<file path="src/rtl/uart_pkg.sv">
// uart_pkg: shared state encoding and frame timing helpers for the UART blocks.
package uart_pkg;

    localparam logic [2:0] ST_IDLE  = 3'd0;
    localparam logic [2:0] ST_LOAD  = 3'd1;
    localparam logic [2:0] ST_START = 3'd2;
    localparam logic [2:0] ST_DATA  = 3'd3;
    localparam logic [2:0] ST_STOP  = 3'd4;

    typedef enum logic [2:0] {
        IDLE  = ST_IDLE,
        LOAD  = ST_LOAD,
        START = ST_START,
        DATA  = ST_DATA,
        STOP  = ST_STOP
    } state_t;

    function automatic int frame_len(input int width, input int clks_per_bit);
        return (width + 2) * clks_per_bit;
    endfunction

endpackage

</file>
<file path="src/rtl/fifo_uart_tx_baud_tick_gen.sv">
// baud_tick_gen: free-running bit-period counter with clear; tick marks the last cycle of a bit.
module baud_tick_gen #(
    parameter int CLKS_PER_BIT = 16,
    parameter int CNT_W        = $clog2(CLKS_PER_BIT)
) (
    input  logic             clk,
    input  logic             rst,
    input  logic             clr_i,
    output logic [CNT_W-1:0] cnt_o,
    output logic             tick_o
);

    logic [CNT_W-1:0] cnt_q;

    assign tick_o = cnt_q == CNT_W'(CLKS_PER_BIT - 1);
    assign cnt_o  = cnt_q;

    always_ff @(posedge clk) begin
        if (rst || clr_i || tick_o) cnt_q <= '0;
        else                        cnt_q <= cnt_q + 1'b1;
    end

endmodule

</file>
<file path="src/rtl/fifo_uart_tx.sv">
// fifo_uart_tx: pops words from a registered-output FIFO and sends each as a start/data/stop frame.
module fifo_uart_tx
    import uart_pkg::*;
#(
    parameter int WIDTH        = 8,
    parameter int CLKS_PER_BIT = 16
) (
    input  logic             clk,
    input  logic             rst,
    input  logic             en,
    input  logic             fifo_empty,
    input  logic [WIDTH-1:0] fifo_rdata,
    output logic             fifo_rd_en,
    output logic             tx,
    output logic             busy,
    output logic             frame_done
);

    localparam int CNT_W = $clog2(CLKS_PER_BIT);
    localparam int IDX_W = (WIDTH > 1) ? $clog2(WIDTH) : 1;

    state_t           state_q;
    logic [WIDTH-1:0] shift_q;
    logic [IDX_W-1:0] idx_q;
    logic             tx_q, busy_q, done_q;
    logic [CNT_W-1:0] cnt;
    logic             tick;

    assign fifo_rd_en = (state_q == IDLE) && en && !fifo_empty && !rst;
    assign tx         = tx_q;
    assign busy       = busy_q;
    assign frame_done = done_q;

    baud_tick_gen #(.CLKS_PER_BIT(CLKS_PER_BIT), .CNT_W(CNT_W)) u_baud (
        .clk    (clk),
        .rst    (rst),
        .clr_i  (state_q == IDLE || state_q == LOAD),
        .cnt_o  (cnt),
        .tick_o (tick)
    );

    // tx/busy/frame_done are registered, so each is set on the edge entering the cycle it describes
    always_ff @(posedge clk) begin
        if (rst) begin
            state_q <= IDLE;
            shift_q <= '0;
            idx_q   <= '0;
            tx_q    <= 1'b1;
            busy_q  <= 1'b0;
            done_q  <= 1'b0;
        end else begin
            done_q <= 1'b0;
            case (state_q)
                IDLE: if (fifo_rd_en) begin
                    state_q <= LOAD;
                    busy_q  <= 1'b1;
                end
                LOAD: begin
                    shift_q <= fifo_rdata;
                    idx_q   <= '0;
                    tx_q    <= 1'b0;
                    state_q <= START;
                end
                START: if (tick) begin
                    tx_q    <= shift_q[0];
                    state_q <= DATA;
                end
                DATA: if (tick) begin
                    shift_q <= shift_q >> 1;
                    if (idx_q == IDX_W'(WIDTH - 1)) begin
                        tx_q    <= 1'b1;
                        state_q <= STOP;
                    end else begin
                        tx_q  <= shift_q[1];
                        idx_q <= idx_q + 1'b1;
                    end
                end
                STOP: begin
                    done_q <= cnt == CNT_W'(CLKS_PER_BIT - 2);
                    if (tick) begin
                        busy_q  <= 1'b0;
                        state_q <= IDLE;
                    end
                end
                default: state_q <= IDLE;
            endcase
        end
    end

endmodule

</file>
<file path="config.mk">
export PLATFORM = sky130hd
export DESIGN_NAME = fifo_uart_tx
export DESIGN_NICKNAME = d
export VERILOG_FILES = /design/src/rtl/uart_pkg.sv /design/src/rtl/fifo_uart_tx_baud_tick_gen.sv /design/src/rtl/fifo_uart_tx.sv
export SDC_FILE = /design/constraint.sdc
export NUM_CORES = 1
export LEC_CHECK = 0
export ABC_AREA = 1
export CAP_MARGIN = 15
export CELL_PAD_IN_SITES_DETAIL_PLACEMENT = 1
export CELL_PAD_IN_SITES_GLOBAL_PLACEMENT = 2
export CORE_ASPECT_RATIO = 0.9
export CORE_UTILIZATION = 36
export DETAILED_ROUTE_END_ITERATION = 12
export DONT_BUFFER_PORTS = 1
export MAX_ROUTING_LAYER = met4
export PLACE_DENSITY = 0.87
export RECOVER_POWER = 50
export SLEW_MARGIN = 20
export SYNTH_ARGS = -nofsm -noshare
export SYNTH_HDL_FRONTEND = slang
export SYNTH_HIERARCHICAL = 1
export SYNTH_SLANG_ARGS = --single-unit
</file>
<file path="constraint.sdc">
create_clock -name clk -period 4.38 [get_ports clk]
set_input_delay 0.876 -clock clk [delete_from_list [all_inputs] [get_ports clk]]
set_output_delay 0.876 -clock clk [all_outputs]
set_load 0.03 [all_outputs]
</file>
# After elaboration in Yosys (flattened, before gate mapping)
# Index checks and enable logic that the tools add are counted.
# word_totals
word_cells	59
latchBits	0
rom_bits	0
output_inout_bits	4
input_bits	12
ram_bits	0
ff_bits	21
n_memories	0
# classes
n_mul	0
n_eq_ne	13
n_div	0
add_sub_neg	2
reduce_logical	18
magnitude_cmp	0
shifts	0
muxes	18
bitwise_logic	1
# ops
operator	n
3-bit 2-to-1 mux	7
8-bit case mux with 2 select lines	1
3-bit case mux with 5 select lines	1
3-bit AND reduction	3
4-bit == test, second input constant	2
8-bit 2-to-1 mux	1
3-bit by 2-bit == test with 1-bit output, second input constant	2
3-bit == test, second input constant	2
2-bit by 1-bit != test with 1-bit output, second input constant	3
2-bit != test, second input constant	3
3-bit case mux with 2 select lines	1
1-bit 2-to-1 mux	5
5-bit AND reduction	1
4-bit by 1-bit adder with 4-bit output, second input constant	1
2-bit nonzero test	2
3-bit by 1-bit adder with 3-bit output, second input constant	1
3-bit by 1-bit == test with 1-bit output, second input constant	1
1-bit logical AND	3
3-bit logical NOT	1
1-bit logical OR	3
1-bit case mux with 3 select lines	1
3-bit nonzero test	1
1-bit logical NOT	2
1-bit case mux with 2 select lines	1
3 further kinds	3

# Longest topological paths before layout
# Gate-level depths: netlist (run 1).
# logic_depth
depth_word	6
depth_mapped	9
depth_no_buf	9

# By module
# Netlist (run 1), hierarchy kept.
# by_module_without_submodules
module	cells_each	seq_area_each_um2	instances	area_each_um2
fifo_uart_tx	137	340.3	1	914.6
baud_tick_gen	19	80.1	1	166.4

# Least setup slack after synthesis (run 1)
# Ideal clock, no wire load.
# synth_path
path_kind	input to output
startpoint	input fifo_empty
endpoint	output fifo_rd_en
required_ns	3.504
arrival_ns	1.527
n_path_buf	0
stages	5
setup_slack_ns	1.977
path_cell_list	inv_1 > nand2_1 > nor2_1 > inv_1 > nor2_1
# synth_between
elab_chain_cells	3
# synth_rtl
element	line	rtl
start, declared	fifo_uart_tx.sv:11	input logic fifo_empty,
1-bit logical NOT	fifo_uart_tx.sv:29	assign fifo_rd_en = (state_q == IDLE) && en && !fifo_empty && !rst;
1-bit logical AND (2 in a row)	fifo_uart_tx.sv:29	
end, declared	fifo_uart_tx.sv:13	output logic fifo_rd_en,
# No other way between the ends.

# Final worst setup path (run 1)
# Ends and elaborated chain as after synthesis.

==> run metrics, run 1 <==
setup TNS=0 ns; VDD IR max=0.113 mV; clock root buffer=clkbuf_4; die height=54.0 um; Pre-Repair DR Iteration Count=4; Final Cycle Share=0.560; core area=2790 um2; first-pass GRT wire length=3910 um; Post-DP HPWL=1770 um; GR Overflow Total=0; clock skew=0.00784 ns; Worst Setup SP=fifo_empty; wire length per cell=11.8 um; Post-CTS Setup Inserts=0; num ports=16; Final Net Count=173; Slew @ Worst Pin=0.587 ns; sequential fraction of the synthesis area=0.389; RePlAce Congestion=0.752; CP Launch Type=input pin; most frequent cells in the layout=nand2_1, nor2_1, dfxtp_1, inv_1, nand3_1; min Tclk post-route=2.45 ns; # diodes=0; placed cell count=193; Worst Hold Launch=shift_q[7]$_SDFFE_PP0P_; vias in the first global route=906; detailed-route vias per instance=4.80; largest net degree at the start of global routing=13; Reg2Reg Depth=8; Cell variety after synth=25; largest buffer count on any clock path=2; setup violators final=0; YS warnings=6; worst slack at placement=1.92 ns; net count after synthesis=171; Die W=59.8 um; CP Class=in2out; RSZ-0062 raised after global routing=false; Worst Hold Class=reg2reg; r2r startpoint=u_baud/cnt_o[0]$_SDFF_PP0_; post-CTS sizing=0; Synth top area share=0.389; initial antenna violation count=0; IO buf count=0; Synth-to-Final Area Change=2.08%; multiplexer share of the synthesized area=0; DRC Markers=0; starting density of the core=0.387; total track usage=0.173; status=complete, no violations; post-synthesis compound-gate area fraction=0.102; fmax=408 MHz; clk_lat worst skew=0.30 ns; CP required=3.50 ns; maximum net fanout on the critical path=2; remaining antenna violation count=0; main combinational cell family by area after synthesis=simple AND/OR/NAND/NOR gates; Finished Layout Cells=197; leak pwr=0.489 nW; Adder-Cell Fraction of Synth Area=0.0347; PwrDens=300 nW/um2; CP endpoint kind=output port; WHS Path Cells=2; routed wire length=2330 um; Max-slew headroom=0.607; share of post-route cells with drive strength above 1=0.0701; Max-cap violations=0; Final Max Tran Viols=0; CP Data Arrival Time=1.58 ns; commonest non-fill, non-tap cell in the layout=nand2_1; Syn Inst Count=156; Synth Cell Area=1080 um2; # hold bufs at CTS=0; Final WS setup=1.93 ns; simple-gate share of the synthesized area=0.368; die area=3230 um2; register bit total from synthesis=21; xor and xnor fraction of the mapped netlist area=0.00810; via count=945; Num CTS Buffers=3; Starting DRT DRC Count=20; Sink Count=21; synthesized area per cell=6.93 um2; Max H-tree Level=1; CTS tree=built; dominant cells by area after synthesis=dfxtp_1, nand2_1, nor2_1; CTS clock-pin slew for the worst setup and hold paths=0.11 ns; final hold vios=0; FP Rows=18; largest area contributor in the synthesized netlist=dfxtp_1
[synthesized netlist by cell type, drive strengths merged]
cell / instances
nor3: 1
nand4: 1
nor2: 35
nand2: 42
ha: 3
o21ai: 11
o211ai: 1
a21oi: 8
nand3: 9
buf: 3
dfxtp: 21
xnor2: 1
clkinv: 1
inv: 18
nand3b: 1
[worst paths after layout]
check	endpoint	slack, ns
worst min-delay path	shift_q[7]$_SDFFE_PP0P_	0.48
worst max-delay path	fifo_rd_en	1.93
worst min register to register	shift_q[7]$_SDFFE_PP0P_	0.48
worst max register to register	shift_q[1]$_SDFFE_PP0P_	2.41
[final cells by class]
| class | instances | area (um2) |
|---|---|---|
| Fill cell | 395 | 1690 |
| Multi-Input combinational cell | 113 | 531 |
| Tap cell | 40 | 50.0 |
| Sequential cell | 21 | 420 |
| Clock buffer | 4 | 26.3 |
| Inverter | 19 | 76.3 |
[critical path, cell delays in order]
cell	delay [ns]
inv_1	0.04
nand2_1	0.04
nor2_1	0.11
inv_1	0.05
nor2_1	0.45
[sequential cells by signal (all words and copies together), names as in the netlist]
name / count
busy: 1
u_baud/cnt_o: 4
frame_done: 1
tx: 1
idx_q: 3
shift_q: 8
state_q: 3
[metal layers]
metal | share of wire | vias up | global-route usage
li1 | - | 487 | -
met4 | 0.0043 | 0 | 0.0349
met1 | 0.46 | 444 | 0.201
met3 | 0.034 | 2 | 0.0505
met2 | 0.50 | 12 | 0.298
met5 | 0 | - | -
[cell families (layout without fill, tap and decap cells)]
logic type               after synthesis  after routing
AND/OR/NAND/NOR                       89             89
adder cells (fa/ha/maj)                3              3
buffers and inverters                 22             23
XOR/XNOR                               1              1
AO/OA/AOI/OAI                         20             20
flip-flops                            21             21
[metrics by stage]
step / total power, mW / cell area [um2] / hold WS [ns] / util
after detailed placement: 0.243 / 1100 / 0.460 / 0.394
after CTS: 0.341 / 1130 / 0.478 / 0.404
after global routing: 0.354 / 1100 / 0.506 / 0.395
after floorplan: 0.236 / 1080 / 0.434 / -
after global placement: 0.241 / 1100 / 0.453 / 0.394
final: 0.331 / 1100 / 0.476 / 0.395
[report_power, final]
group          leakage, nW  internal [mW]  total [mW]  switching [mW]
sequential           0.170          0.197       0.205         0.00793
clock               0.0150         0.0355      0.0950          0.0595
combinational        0.304         0.0111      0.0311          0.0201
Note: power is estimated with default switching activity, not from simulation.
==> inputs of run 2 (changes only) <==
--- a/config.mk
+++ b/config.mk
@@ -10,11 +10,11 @@
 export CELL_PAD_IN_SITES_DETAIL_PLACEMENT = 1
 export CELL_PAD_IN_SITES_GLOBAL_PLACEMENT = 2
 export CORE_ASPECT_RATIO = 0.9
-export CORE_UTILIZATION = 36
+export CORE_UTILIZATION = 33
 export DETAILED_ROUTE_END_ITERATION = 12
 export DONT_BUFFER_PORTS = 1
 export MAX_ROUTING_LAYER = met4
-export PLACE_DENSITY = 0.87
+export PLACE_DENSITY = 0.81
 export RECOVER_POWER = 50
 export SLEW_MARGIN = 20
 export SYNTH_ARGS = -nofsm -noshare
==> constraint.sdc (replaced) <==
create_clock -name clk -period 2.4 [get_ports clk]
set_input_delay 0.48 -clock clk [delete_from_list [all_inputs] [get_ports clk]]
set_output_delay 0.48 -clock clk [all_outputs]
set_load 0.03 [all_outputs]
==> run 2 against run 1 <==
Against the previous run:
- register-to-register slack worse by 2.0 ns
- utilization down 3.5 points
- sequential power rose by 83%
- sequential share of layout area decreased by 0.30 points
- combinational power increased by 80%
- hold slack got worse by 0.26 ns
- die area up 8.8%
- largest cell class unchanged
- final cell count increased by 1.0%
- clock skew up 0.0038 ns
- wire length increased by 0.56%
- global-route usage is 1.8 points lower
==> run metrics, run 2 (synthesis results as in run 1) <==
status=complete, no violations; detailed-route vias per instance=4.69 (-2.3%); Tot Pwr=0.607 mW (+83%); CP Launch Type=flop; critical path's slowest cell=nor2_1; largest buffer count on any clock path=2 (unchanged); CP Data Arrival Time=1.49 ns (-0.09 ns); Worst Hold Launch=rst; total track usage=0.155 (-0.0177); PwrDens=546 nW/um2 (+82%); die area=3510 um2 (+8.8%); Post-CTS Setup Inserts=0 (unchanged); Slew @ Worst Pin=0.595 ns (+0.00823 ns); initial antenna violation count=0 (unchanged); Synth-to-Final Area Change=2.89%; VDD IR max=0.311 mV (+170%); r2r startpoint=u_baud/cnt_o[0]$_SDFF_PP0_; routed wire length=2340 um (+0.56%); Die W=62.3 um (+4.3%); critical path buffer and inverter count=0 (-2); leak pwr=0.502 nW (+2.8%); maximum net fanout on the critical path=7 (+5); CTS tree=built; Sink Count=21 (unchanged); vias in the first global route=968 (+6.8%); die height=56.3 um (+4.3%); commonest non-fill, non-tap cell in the layout=nand2_1; first-pass GRT wire length=4200 um (+7.4%); Starting DRT DRC Count=28 (+40%); GR Overflow Total=0 (unchanged); fmax=508 MHz; final hold vios=0 (unchanged); Most Frequent Cell on Critical Path=nor2_1; cell family with most CP delay=simple AND/OR/NAND/NOR gates; largest net degree at the start of global routing=13 (unchanged); Reg2Reg Setup Slack=0.44 ns (-1.97 ns); post-CTS sizing=0 (unchanged); share of post-route cells with drive strength above 1=0.0892 (+0.0191); Max H-tree Level=1 (unchanged); IO buf count=0 (unchanged); core area=3090 um2 (+11%); via count=933 (-1.3%); Worst Setup SP=state_q[0]$_SDFFE_PP0P_; DRC Markers=0 (unchanged); Final Max Tran Viols=0 (unchanged); Final Cycle Share=0.821; min Tclk post-route=1.97 ns; FP Rows=19 (+1); RePlAce Congestion=0.713 (-5.1%); # hold bufs at CTS=0 (unchanged); Pre-Repair DR Iteration Count=4 (unchanged); clock skew=0.0116 ns (+0.00377 ns); Max-slew headroom=0.602 (-0.00551); CP required=1.92 ns (-1.58 ns); starting density of the core=0.350 (-0.0373); Worst Hold Class=in2reg; CP endpoint kind=output port; Max-cap violations=0 (unchanged); max reg flops=8 (unchanged); # diodes=0 (unchanged); Final Net Count=173 (unchanged); Num CTS Buffers=3 (unchanged); CTS clock-pin slew for the worst setup and hold paths=0.13 ns (+0.02 ns); most frequent cells in the layout=nand2_1, nor2_1, dfxtp_1, inv_1, nand3_1; clock root buffer=clkbuf_4; Cell Chain, Critical Path=nor2_1 > nand2_1 > nor2_1; Biggest register=shift_q; RSZ-0062 raised after global routing=false; Post-DP HPWL=1770 um (+0.10%); CP Class=reg2out; remaining antenna violation count=0 (unchanged); clk_lat worst skew=0.31 ns (about the same); setup TNS=0 ns (unchanged); setup violators final=0 (unchanged); num ports=16 (unchanged); wire length per cell=11.8 um (-0.45%); Worst path max stage delay=0.49 ns (+0.04 ns)
-- run 2: changes by cell type in the layout (fill, tap and decap cells not counted), sizes merged --
cell,delta
clkbuf,-1
clkinv,+1
-- run 2: path summary, 6_finish.rpt --
check	to	depth (start not counted)
min reg2reg	shift_q[7]$_SDFFE_PP0P_	2
max reg2reg	shift_q[3]$_SDFFE_PP0P_	8
min	shift_q[7]$_SDFFE_PP0P_	1
max	fifo_rd_en	3
-- run 2: final cells by class --
| type | instances | area (um2) |
|---|---|---|
| fill | 419 | 1980 |
| clock buffer | 3 | 22.5 |
| clock inverter | 1 | 5.00 |
| multi-input combinational | 113 | 536 |
| tap | 42 | 52.6 |
| sequential | 21 | 420 |
| inverter | 19 | 76.3 |
-- run 2: stage by stage --
| stage | std cells | util | hold slack, ns | setup WS, ns | area (um2) |
|---|---|---|---|---|---|
| finish | 199 | 0.360 | 0.217 | 0.430 | 1110 |
| detailed placement | 195 | 0.357 | 0.449 | 0.706 | 1100 |
| floorplan | 156 | - | 0.434 | 0.789 | 1080 |
| CTS | 199 | 0.366 | 0.206 | 0.417 | 1130 |
| global route | 199 | 0.360 | 0.195 | 0.195 | 1110 |
| global placement | 195 | 0.357 | 0.452 | 0.746 | 1100 |
-- run 2: power breakdown --
group / internal (mW) / switching, mW
combinational: 0.0197 / 0.0363
sequential: 0.360 / 0.0151
clock: 0.0622 / 0.114
-- run 2: per-layer routing --
metal	vias up	GRT usage	wire length [um]
li1	489	-	-
met1	430	0.186	1120
met2	12	0.262	1120
met3	2	0.0447	76
met4	0	0.0299	18
met5	-	-	0
==> inputs of run 3 (changes only) <==
==> constraint.sdc (replaced) <==
create_clock -name clk -period 1.9 [get_ports clk]
set_input_delay 0.38 -clock clk [delete_from_list [all_inputs] [get_ports clk]]
set_output_delay 0.38 -clock clk [all_outputs]
set_load 0.03 [all_outputs]
==> run 3 against run 2 <==
Against the previous run:
- critical path depth is 1 higher
- count of clock-buffer cells in the layout is 1 higher
- non-clock buffer count is 3 higher
- worst setup slack got worse by 0.23 ns
- register-to-register slack got worse by 0.17 ns
- final cell count up 1.5%
- global-route usage up 0.97 points
- clock skew shrank 0.0043 ns
- clock power grew 30%
- largest cell class unchanged
- largest power group unchanged
==> run metrics, run 3 (synthesis results as in run 1) <==
status=complete, no violations; RSZ-0062 raised after global routing=false; CP Data Arrival Time=1.32 ns (-0.17 ns); VDD IR max=0.289 mV (-7.0%); die height=56.3 um (unchanged); num ports=16 (unchanged); critical path buffer and inverter count=1 (+1); setup TNS=0 ns (unchanged); max reg flops=8 (unchanged); wire length per cell=12.3 um (+4.4%); Post-DP HPWL=1920 um (+8.5%); Pre-Repair DR Iteration Count=4 (unchanged); clock skew=0.00726 ns (-0.00435 ns); Worst Hold Class=in2reg; FP Rows=19 (unchanged); Seq. cell area=420 um2 (unchanged); leak pwr=0.516 nW (+2.7%); final hold vios=0 (unchanged); PwrDens=687 nW/um2 (+26%); Final Cycle Share=0.897; largest buffer count on any clock path=2 (unchanged); IO buf count=0 (unchanged); min Tclk post-route=1.70 ns; fmax=587 MHz; fin util=0.366 (+0.00648); Synth-to-Final Area Change=4.75%; cell family with most CP delay=flip-flops; Biggest register=shift_q; CP Class=reg2out; largest net degree at the start of global routing=13 (unchanged); Fillers=410 (-2.1%); core area=3090 um2 (unchanged); Max-slew headroom=0.737 (+0.135); Post-CTS Setup Inserts=0 (unchanged); share of post-route cells with drive strength above 1=0.100 (+0.0108); CP required=1.52 ns (-0.40 ns); die area=3510 um2 (unchanged); DRC Markers=0 (unchanged); initial antenna violation count=0 (unchanged); Post-DP Area=1130 um2 (+2.0%); GR Overflow Total=0 (unchanged); clk_lat worst skew=0.32 ns (about the same); placed cell count=198 (+1.5%); CTS clock-pin slew for the worst setup and hold paths=0.12 ns (about the same); Finished Cell Area=1130 um2 (+1.8%); Starting DRT DRC Count=41 (+46%); Num CTS Buffers=3 (unchanged); first-pass GRT wire length=4460 um (+6.4%); Most Frequent Cell on Critical Path=nor2_1; RePlAce Congestion=0.761 (+6.7%); most frequent cells in the layout=nand2_1, nor2_1, dfxtp_1, inv_1, nand3_1; Max-cap violations=0 (unchanged); vias in the first global route=1001 (+3.4%); starting density of the core=0.350 (unchanged); routed wire length=2480 um (+5.9%); Max H-tree Level=1 (unchanged); Final Max Tran Viols=0 (unchanged); remaining antenna violation count=0 (unchanged); setup violators final=0 (unchanged); clock root buffer=clkbuf_4; CP Launch Type=flop; # diodes=0 (unchanged); detailed-route vias per instance=4.83 (+2.9%); Sink Count=21 (unchanged); CTS tree=built; Finished Layout Cells=202 (+1.5%); commonest non-fill, non-tap cell in the layout=nand2_1; # hold bufs at CTS=0 (unchanged); critical path's slowest cell=dfxtp_1; total track usage=0.165 (+0.00973); post-CTS sizing=0 (unchanged); Die W=62.3 um (unchanged); Final Net Count=176 (+1.7%); CP endpoint kind=output port; Slew @ Worst Pin=0.394 ns (-0.201 ns); Multi-input gate area=534 um2 (-0.23%); maximum net fanout on the critical path=7 (unchanged); Cell Chain, Critical Path=nor2_1 > nand2_1 > nor2_1 > buf_4; via count=975 (+4.5%); Worst path max stage delay=0.42 ns (-0.07 ns)
==> run 3: cell types whose count changed in the layout (fill, tap and decap cells not counted), sizes merged <==
cell / previous run / this run
clkbuf: 3 / 4
buf: 0 / 3
clkinv: 2 / 1
==> run 3: power breakdown <==
group / total, mW / internal, mW / leakage (nW) / switching [mW]
Sequential: 0.474 / 0.454 / 0.170 / 0.0197
Combinational: 0.0758 / 0.0268 / 0.331 / 0.0490
Clock: 0.228 / 0.0823 / 0.0150 / 0.146
Total: 0.778 / 0.563 / 0.516 / 0.215
==> run 3: cell type report <==
| cell class | instances | share of cell area |
|---|---|---|
| Clock buffer | 4 | 0.0232 |
| Timing Repair Buffer | 3 | 0.0199 |
| Inverter | 19 | 0.0674 |
| Sequential cell | 21 | 0.371 |
| Multi-Input combinational cell | 113 | 0.472 |
| Tap cell | 42 | 0.0464 |
==> run 3: worst paths after layout <==
check	start	to	slack, ns	cells past startpoint
setup / recovery	state_q[0]$_SDFFE_PP0P_	fifo_rd_en	0.20	4
hold / removal	rst	idx_q[0]$_SDFFE_PP0P_	0.10	1
setup reg to reg	u_baud/cnt_o[0]$_SDFF_PP0_	shift_q[5]$_SDFFE_PP0P_	0.27	8
hold reg to reg	shift_q[7]$_SDFFE_PP0P_	shift_q[7]$_SDFFE_PP0P_	0.48	2
==> run 3: worst register-to-register path: cells and delay by family (launching register included) <==
family | cells | cell delay [ns]
AND/OR/NAND/NOR | 3 | 0.29
AO/OA/AOI/OAI | 2 | 0.41
buffers and inverters | 2 | 0.21
flip-flops | 1 | 0.42
adder cells (fa/ha/maj) | 1 | 0.22
==> run 3: per-layer routing <==
metal,vias to the layer above,part of all wire,global-route usage,wire (um)
met5,-,0,-,0
met4,0,0.0048,0.0299,12
met3,3,0.039,0.0447,97
met2,15,0.48,0.284,1190
met1,462,0.47,0.195,1170
li1,495,-,-,-
==> run 3: per-stage QoR <==
stage          power, mW  hold WS (ns)  setup WS (ns)
6_report           0.778         0.100          0.196
5_1_grt            0.828        0.0732         0.0226
4_1_cts            0.787        0.0935          0.173
3_5_place_dp       0.563         0.445          0.292
3_3_place_gp       0.558         0.445          0.413
2_1_floorplan      0.544         0.434          0.463
